## config.mk

```make
export PLATFORM = sky130hd
export DESIGN_NAME = synth_cfg_sequencer
export DESIGN_NICKNAME = d
export VERILOG_FILES = /design/src/rtl/synth_cfg_sequencer.sv
export SDC_FILE = /design/constraint.sdc
export NUM_CORES = 1
export LEC_CHECK = 0
export BUFFER_PORTS_ARGS = -buffer_cell sky130_fd_sc_hd__buf_2
export CORE_MARGIN = 1.5
export CORE_UTILIZATION = 58
export DETAILED_ROUTE_END_ITERATION = 8
export PLACE_DENSITY_LB_ADDON = 0.15
export SLEW_MARGIN = 20
export SYNTH_ARGS = -nofsm -noshare
export SYNTH_HDL_FRONTEND = slang
export SYNTH_SLANG_ARGS = --single-unit
```

## constraint.sdc

```tcl
create_clock -name clk -period 2.29 [get_ports clk]
set_input_delay 0.3435 -clock clk [delete_from_list [all_inputs] [get_ports clk]]
set_output_delay 0.3435 -clock clk [all_outputs]
set_load 0.01 [all_outputs]
```

## src/rtl/synth_cfg_sequencer.sv

```systemverilog
// synth_cfg_sequencer: FIFO-buffered, strobe-timed writer for the synth config port.
// Optional flush input enabled by defining SYNTH_CFG_SEQ_FLUSH_EN.
module synth_cfg_sequencer #(
  parameter int FIFO_DEPTH_LOG2 = 2,
  parameter int SETUP_CYCLES    = 2,
  parameter int STROBE_CYCLES   = 4,
  parameter int GAP_CYCLES      = 4
) (
  input  logic                     clk,
  input  logic                     rst_n,
  input  logic                     in_valid,
  output logic                     in_ready,
  input  logic [3:0]               in_addr,
  input  logic [7:0]               in_data,
  output logic [3:0]               cfg_addr,
  output logic [7:0]               cfg_data,
  output logic                     cfg_strobe,
  output logic                     busy,
  output logic [FIFO_DEPTH_LOG2:0] fifo_level
`ifdef SYNTH_CFG_SEQ_FLUSH_EN
  ,
  input  logic                     flush
`endif
);

  localparam int DEPTH = 1 << FIFO_DEPTH_LOG2;
  localparam int MAX_SG =
    (SETUP_CYCLES > GAP_CYCLES) ? SETUP_CYCLES : GAP_CYCLES;
  localparam int MAXP =
    (MAX_SG > STROBE_CYCLES) ? MAX_SG : STROBE_CYCLES;
  localparam int CW = (MAXP > 1) ? $clog2(MAXP) : 1;

  localparam logic [CW-1:0] SETUP_LD  = CW'(SETUP_CYCLES - 1);
  localparam logic [CW-1:0] STROBE_LD = CW'(STROBE_CYCLES - 1);
  localparam logic [CW-1:0] GAP_LD    = CW'(GAP_CYCLES - 1);
  localparam logic [CW-1:0] CNT_ONE   = CW'(1);

  localparam logic [FIFO_DEPTH_LOG2-1:0] PTR_ONE = FIFO_DEPTH_LOG2'(1);
  localparam logic [FIFO_DEPTH_LOG2:0]   LVL_ONE = (FIFO_DEPTH_LOG2+1)'(1);
  localparam logic [FIFO_DEPTH_LOG2:0]   LVL_FULL =
    (FIFO_DEPTH_LOG2+1)'(DEPTH);

  typedef enum logic [1:0] {
    IDLE,
    SETUP,
    STROBE,
    GAP
  } state_t;

  state_t                     state;
  logic [CW-1:0]              cnt;
  logic [11:0]                mem [DEPTH];
  logic [FIFO_DEPTH_LOG2-1:0] wptr;
  logic [FIFO_DEPTH_LOG2-1:0] rptr;
  logic [11:0]                head;
  logic                       fifo_empty;
  logic                       push;
  logic                       pop;

  assign head       = mem[rptr];
  assign fifo_empty = (fifo_level == '0);
  assign push       = in_valid & in_ready;
  assign busy       = (state != IDLE) | !fifo_empty;

`ifdef SYNTH_CFG_SEQ_FLUSH_EN
  assign in_ready = (fifo_level != LVL_FULL) & !flush;
  assign pop = !fifo_empty & !flush &
               ((state == IDLE) | ((state == GAP) & (cnt == '0)));
`else
  assign in_ready = (fifo_level != LVL_FULL);
  assign pop = !fifo_empty &
               ((state == IDLE) | ((state == GAP) & (cnt == '0)));
`endif

  // FIFO storage; contents need no reset since level gates every read
  always_ff @(posedge clk) begin
    if (push) mem[wptr] <= {in_addr, in_data};
  end

  // FIFO pointers and occupancy
  always_ff @(posedge clk or negedge rst_n) begin
    if (!rst_n) begin
      wptr       <= '0;
      rptr       <= '0;
      fifo_level <= '0;
    end
`ifdef SYNTH_CFG_SEQ_FLUSH_EN
    else if (flush) begin
      wptr       <= '0;
      rptr       <= '0;
      fifo_level <= '0;
    end
`endif
    else begin
      if (push) wptr <= wptr + PTR_ONE;
      if (pop) rptr <= rptr + PTR_ONE;
      if (push && !pop) fifo_level <= fifo_level + LVL_ONE;
      else if (pop && !push) fifo_level <= fifo_level - LVL_ONE;
    end
  end

  // Setup / strobe / gap sequencer with registered pad outputs
  always_ff @(posedge clk or negedge rst_n) begin
    if (!rst_n) begin
      state      <= IDLE;
      cnt        <= '0;
      cfg_addr   <= '0;
      cfg_data   <= '0;
      cfg_strobe <= 1'b0;
    end else begin
      unique case (state)
        IDLE: begin
          if (pop) begin
            {cfg_addr, cfg_data} <= head;
            state <= SETUP;
            cnt   <= SETUP_LD;
          end
        end
        SETUP: begin
          if (cnt == '0) begin
            cfg_strobe <= 1'b1;
            state      <= STROBE;
            cnt        <= STROBE_LD;
          end else begin
            cnt <= cnt - CNT_ONE;
          end
        end
        STROBE: begin
          if (cnt == '0) begin
            cfg_strobe <= 1'b0;
            state      <= GAP;
            cnt        <= GAP_LD;
          end else begin
            cnt <= cnt - CNT_ONE;
          end
        end
        GAP: begin
          if (cnt == '0) begin
            if (pop) begin
              {cfg_addr, cfg_data} <= head;
              state <= SETUP;
              cnt   <= SETUP_LD;
            end else begin
              state <= IDLE;
            end
          end else begin
            cnt <= cnt - CNT_ONE;
          end
        end
        default: state <= IDLE;
      endcase
    end
  end

endmodule

```

==> impl_metrics.toml <==
[run_status]
status = "finished clean"

[placed_design]
hpwlAfterDp_um = 3510
buffer_ports.inserted = 32
gpl.final_weighted_congestion = 0.958

[route]
wl_met2_um = 2700
wl_met3_um = 200
route.final.wire_length_um = 5120
vias_per_instance = 5.39
drcViolationCount = 0
wl_per_cell_um = 17.3
route.vias.total = 1589
final_antenna_net_count = 0
first_iter_violations = 41
dr.max_layer_used = "met4"
wl_met1_um = 2140
drt_pre_antenna_iters = 4

[hold_path]
hold_start = "in_addr[2]"
min_to = "mem[2][10]$_DFFE_PP_"
timing.hold.worst_path_depth = 1
timing.hold.worst.class = "input pin to register"

[critical_path]
path_class = "register to register"
crit_arrival_ps = 2490
critical_path.reg2reg.startpoint = "state[0]$_DFFE_PN0P_"
worstPathCellList = "buf_4 > ha_2 > a21oi_4 > nor2_2 > inv_1 > ha_2 > inv_1 > fa_1 > xor2_1 > nor2_1 > xor2_1"
r2r_setup_slack_ps = 60
slowest_stage_delay_on_critical_path_ps = 390
reg2reg_to = "fifo_level[2]$_DFFE_PN0P_"
critical_path_required_ps = 2550
startpoint_type_of_the_worst_setup_path = "register"
rr_worst_depth = 11
end_kind = "register"
worst-path-max-fanout = 3
slowest_cell_on_the_critical_path = "sky130_fd_sc_hd__dfrtp_1"

[job]
cap_viol_max_count = 0

[synth]
dominant_combinational_cell_family_by_area_after_synthesis = "multiplexers"
post_synth_main_area_contributors = "sky130_fd_sc_hd__edfxtp_1 (47%), sky130_fd_sc_hd__dfrtp_1 (20%), sky130_fd_sc_hd__mux4_2 (5.9%)"
synth.yosys.seq_area_share_pct = 67.3
postSynthCellCount = 164
syn_area_per_cell_um2 = 18.5
synthTopCellsByCount = "sky130_fd_sc_hd__edfxtp_1 (48), sky130_fd_sc_hd__dfrtp_1 (24), sky130_fd_sc_hd__ha_1 (12)"
synth.ff_latch_count = 72
syn-num-nets = 192
mux_share_of_post_synthesis_cell_area_pct = 16.2
asyncSetResetFlopFracSynth_pct = 33.3
yosysMostFrequentCell = "sky130_fd_sc_hd__edfxtp_1"
post_synth_and_or_nand_nor_area_fraction_pct = 3.63
syn_area_um2 = 3040
synth-main-ff-cell = "sky130_fd_sc_hd__edfxtp_1"
synth-xor-area-share_pct = 1.73
synth_top_area_share_pct = 47.5
yosys_warnings = 0
yosysUniqueCellTypes = 35
synth_top_cell_by_area = "sky130_fd_sc_hd__edfxtp_1"
synth_compound_gate_area_share_pct = 2.89
synth_enable_flop_cells = 48
synthAdderAreaFrac_pct = 5.61

[clocking]
cts.root.buffer_cell = "sky130_fd_sc_hd__clkbuf_8"
clkSinkCount = 72
h-tree-depth = 3
cts_max_path_buffers = 2
clk-insertion-delay-late_ps = 330
clk_transition_reported_paths_ps = 70
tritoncts.num_buffers = 9
cts_tree = "yes"

[sta]
worst_tran_pin_value_ps = 623
maxSlewHeadroom_pct = 58.4
timing.final.crit_share_pct = 97.4
skew_ps = 7.28
fin_tns_setup_ps = 0
hold_viol = 0
finalMaxSlewViolations = 0
period_minus_slack_ps = 2230
final-setup-viol-count = 0
fmaxAchievable_mhz = 448
hold_ws_ps = 219

[power_and_ir_drop]
power.leakage_nw = 1.44
p_int_mw = 3.50
p_switching_mw = 1.70
share_seq_of_total_power_pct = 40.4
max-vdd-ir-drop_mv = 0.758
pwr-share-comb_pct = 41.0
clock_power_share_pct = 18.6
switching_share_pct = 32.7
power.density_cell_area_nw_per_um2 = 1450

[global_route]
grt_overflow = 0
first_global_vias = 1695
wire_length_of_the_first_global_routing_pass_um = 7800
initial_antenna_violation_count = 0
grtUsageTotal_pct = 20.2
grt_max_degree = 25

[floorplanning]
io_pins = 33
fp.dieArea_um2 = 5680
floorplan.rows = 26
die_height_um = 75.3
core_region_area_um2 = 5070
initial_utilization_pct = 59.8
die_x_um = 75.3

[layout]
multi_input_area_um2 = 935
drive_above_1_share_pct = 40.9
area_growth_pct = 18.2
antennaDiodeCount = 0
fillerInstances = 345
final-seq-area_um2 = 2040
nets = 248
layout.core_utilization_pct = 70.7
[per-layer routing]
metal | vias to the layer above | track usage (%)
li1 | 732 | -
met1 | 810 | 23.0
met2 | 38 | 35.4
met3 | 9 | 5.56
met4 | 0 | 9.92
met5 | - | 0
[worst max path at each step]
stage                         start                   endpoint  depth (start not counted)
3_5_place_dp   state[0]$_DFFE_PN0P_  fifo_level[2]$_DFFE_PN0P_                         11
3_3_place_gp   state[0]$_DFFE_PN0P_  fifo_level[2]$_DFFE_PN0P_                         11
2_1_floorplan      cnt[0]$_DFF_PN0_  fifo_level[1]$_DFFE_PN0P_                          9
5_1_grt        state[0]$_DFFE_PN0P_  fifo_level[2]$_DFFE_PN0P_                         11
6_report       state[0]$_DFFE_PN0P_  fifo_level[2]$_DFFE_PN0P_                         11
4_1_cts        state[0]$_DFFE_PN0P_  fifo_level[2]$_DFFE_PN0P_                         11
[repair_timing]
action	CTS	global route
hold buffers	1	0
resized for setup	1	5
setup endpoints to repair	1	2
pin swaps	0	2
buffers inserted	0	2
endpoints found under the hold margin	12	0
[logic make-up (layout without fill, tap and decap cells)]
kind of cell / after synthesis / after routing
xor+xnor: 6 / 6
mux: 28 / 28
fa+ha+maj: 13 / 13
compound gates: 12 / 12
simple gates: 19 / 19
flops: 72 / 72
buf+inv: 14 / 75
[stage by stage]
step	instance area [um^2]	instances	setup WS [ps]	total power, mW
after floorplan	3040	164	203	3.55
after global placement	3350	276	184	4.05
after detailed placement	3350	276	-29.8	4.19
after CTS	3560	293	40.1	5.18
after global routing	3590	295	-4.21	5.51
final	3590	295	59.5	5.20
[flip-flops by register name, indices dropped and copies added (netlist names)]
register,cells
cfg_addr,4
cfg_data,8
cfg_strobe,1
cnt,2
fifo_level,3
mem,48
rptr,2
state,2
wptr,2
[power groups by stage]
stage / logic, mW / registers (mW) / clock network [mW]
floorplan: 1.46 / 2.09 / 0
global placement: 1.95 / 2.11 / 0
global route: 2.32 / 2.15 / 1.04
CTS: 2.07 / 2.11 / 0.999
detailed placement: 2.05 / 2.14 / 0
finish: 2.13 / 2.10 / 0.966
[cell type report]
| cell class | instances | share of cell area (%) |
|---|---|---|
| Multi-Input combinational cell | 78 | 26.0 |
| Sequential cell | 72 | 56.9 |
| Tap cell | 70 | 2.44 |
| Clock buffer | 10 | 3.84 |
| Inverter | 10 | 1.05 |
| Timing Repair Buffer | 49 | 8.09 |
| Clock inverter | 6 | 1.64 |
[worst max-delay path: cells and delay by family (launching register included)]
| kind | cells | cell delay [ps] |
|---|---|---|
| fa+ha+maj | 3 | 770 |
| flops | 1 | 390 |
| xor+xnor | 2 | 320 |
| buf+inv | 3 | 270 |
| simple gates | 2 | 220 |
| compound gates | 1 | 190 |
[layout by cell type, fill, tap and decap left out, types with 4 or more instances in the layout]
| master | Yosys | final |
|---|---|---|
| sky130_fd_sc_hd__edfxtp_1 | 48 | 48 |
| sky130_fd_sc_hd__buf_2 | 0 | 32 |
| sky130_fd_sc_hd__dfrtp_1 | 24 | 24 |
| sky130_fd_sc_hd__buf_4 | 1 | 16 |
| sky130_fd_sc_hd__inv_1 | 10 | 10 |
| sky130_fd_sc_hd__clkbuf_8 | 0 | 10 |
| sky130_fd_sc_hd__ha_1 | 12 | 9 |
| sky130_fd_sc_hd__mux4_2 | 8 | 8 |
| sky130_fd_sc_hd__mux2_4 | 8 | 8 |
| sky130_fd_sc_hd__mux2_2 | 6 | 6 |
| sky130_fd_sc_hd__nor2_1 | 5 | 4 |
| sky130_fd_sc_hd__and2_1 | 4 | 4 |
| sky130_fd_sc_hd__xor2_1 | 4 | 4 |
| sky130_fd_sc_hd__mux4_1 | 4 | 4 |
(Power assumes the default switching activity.)
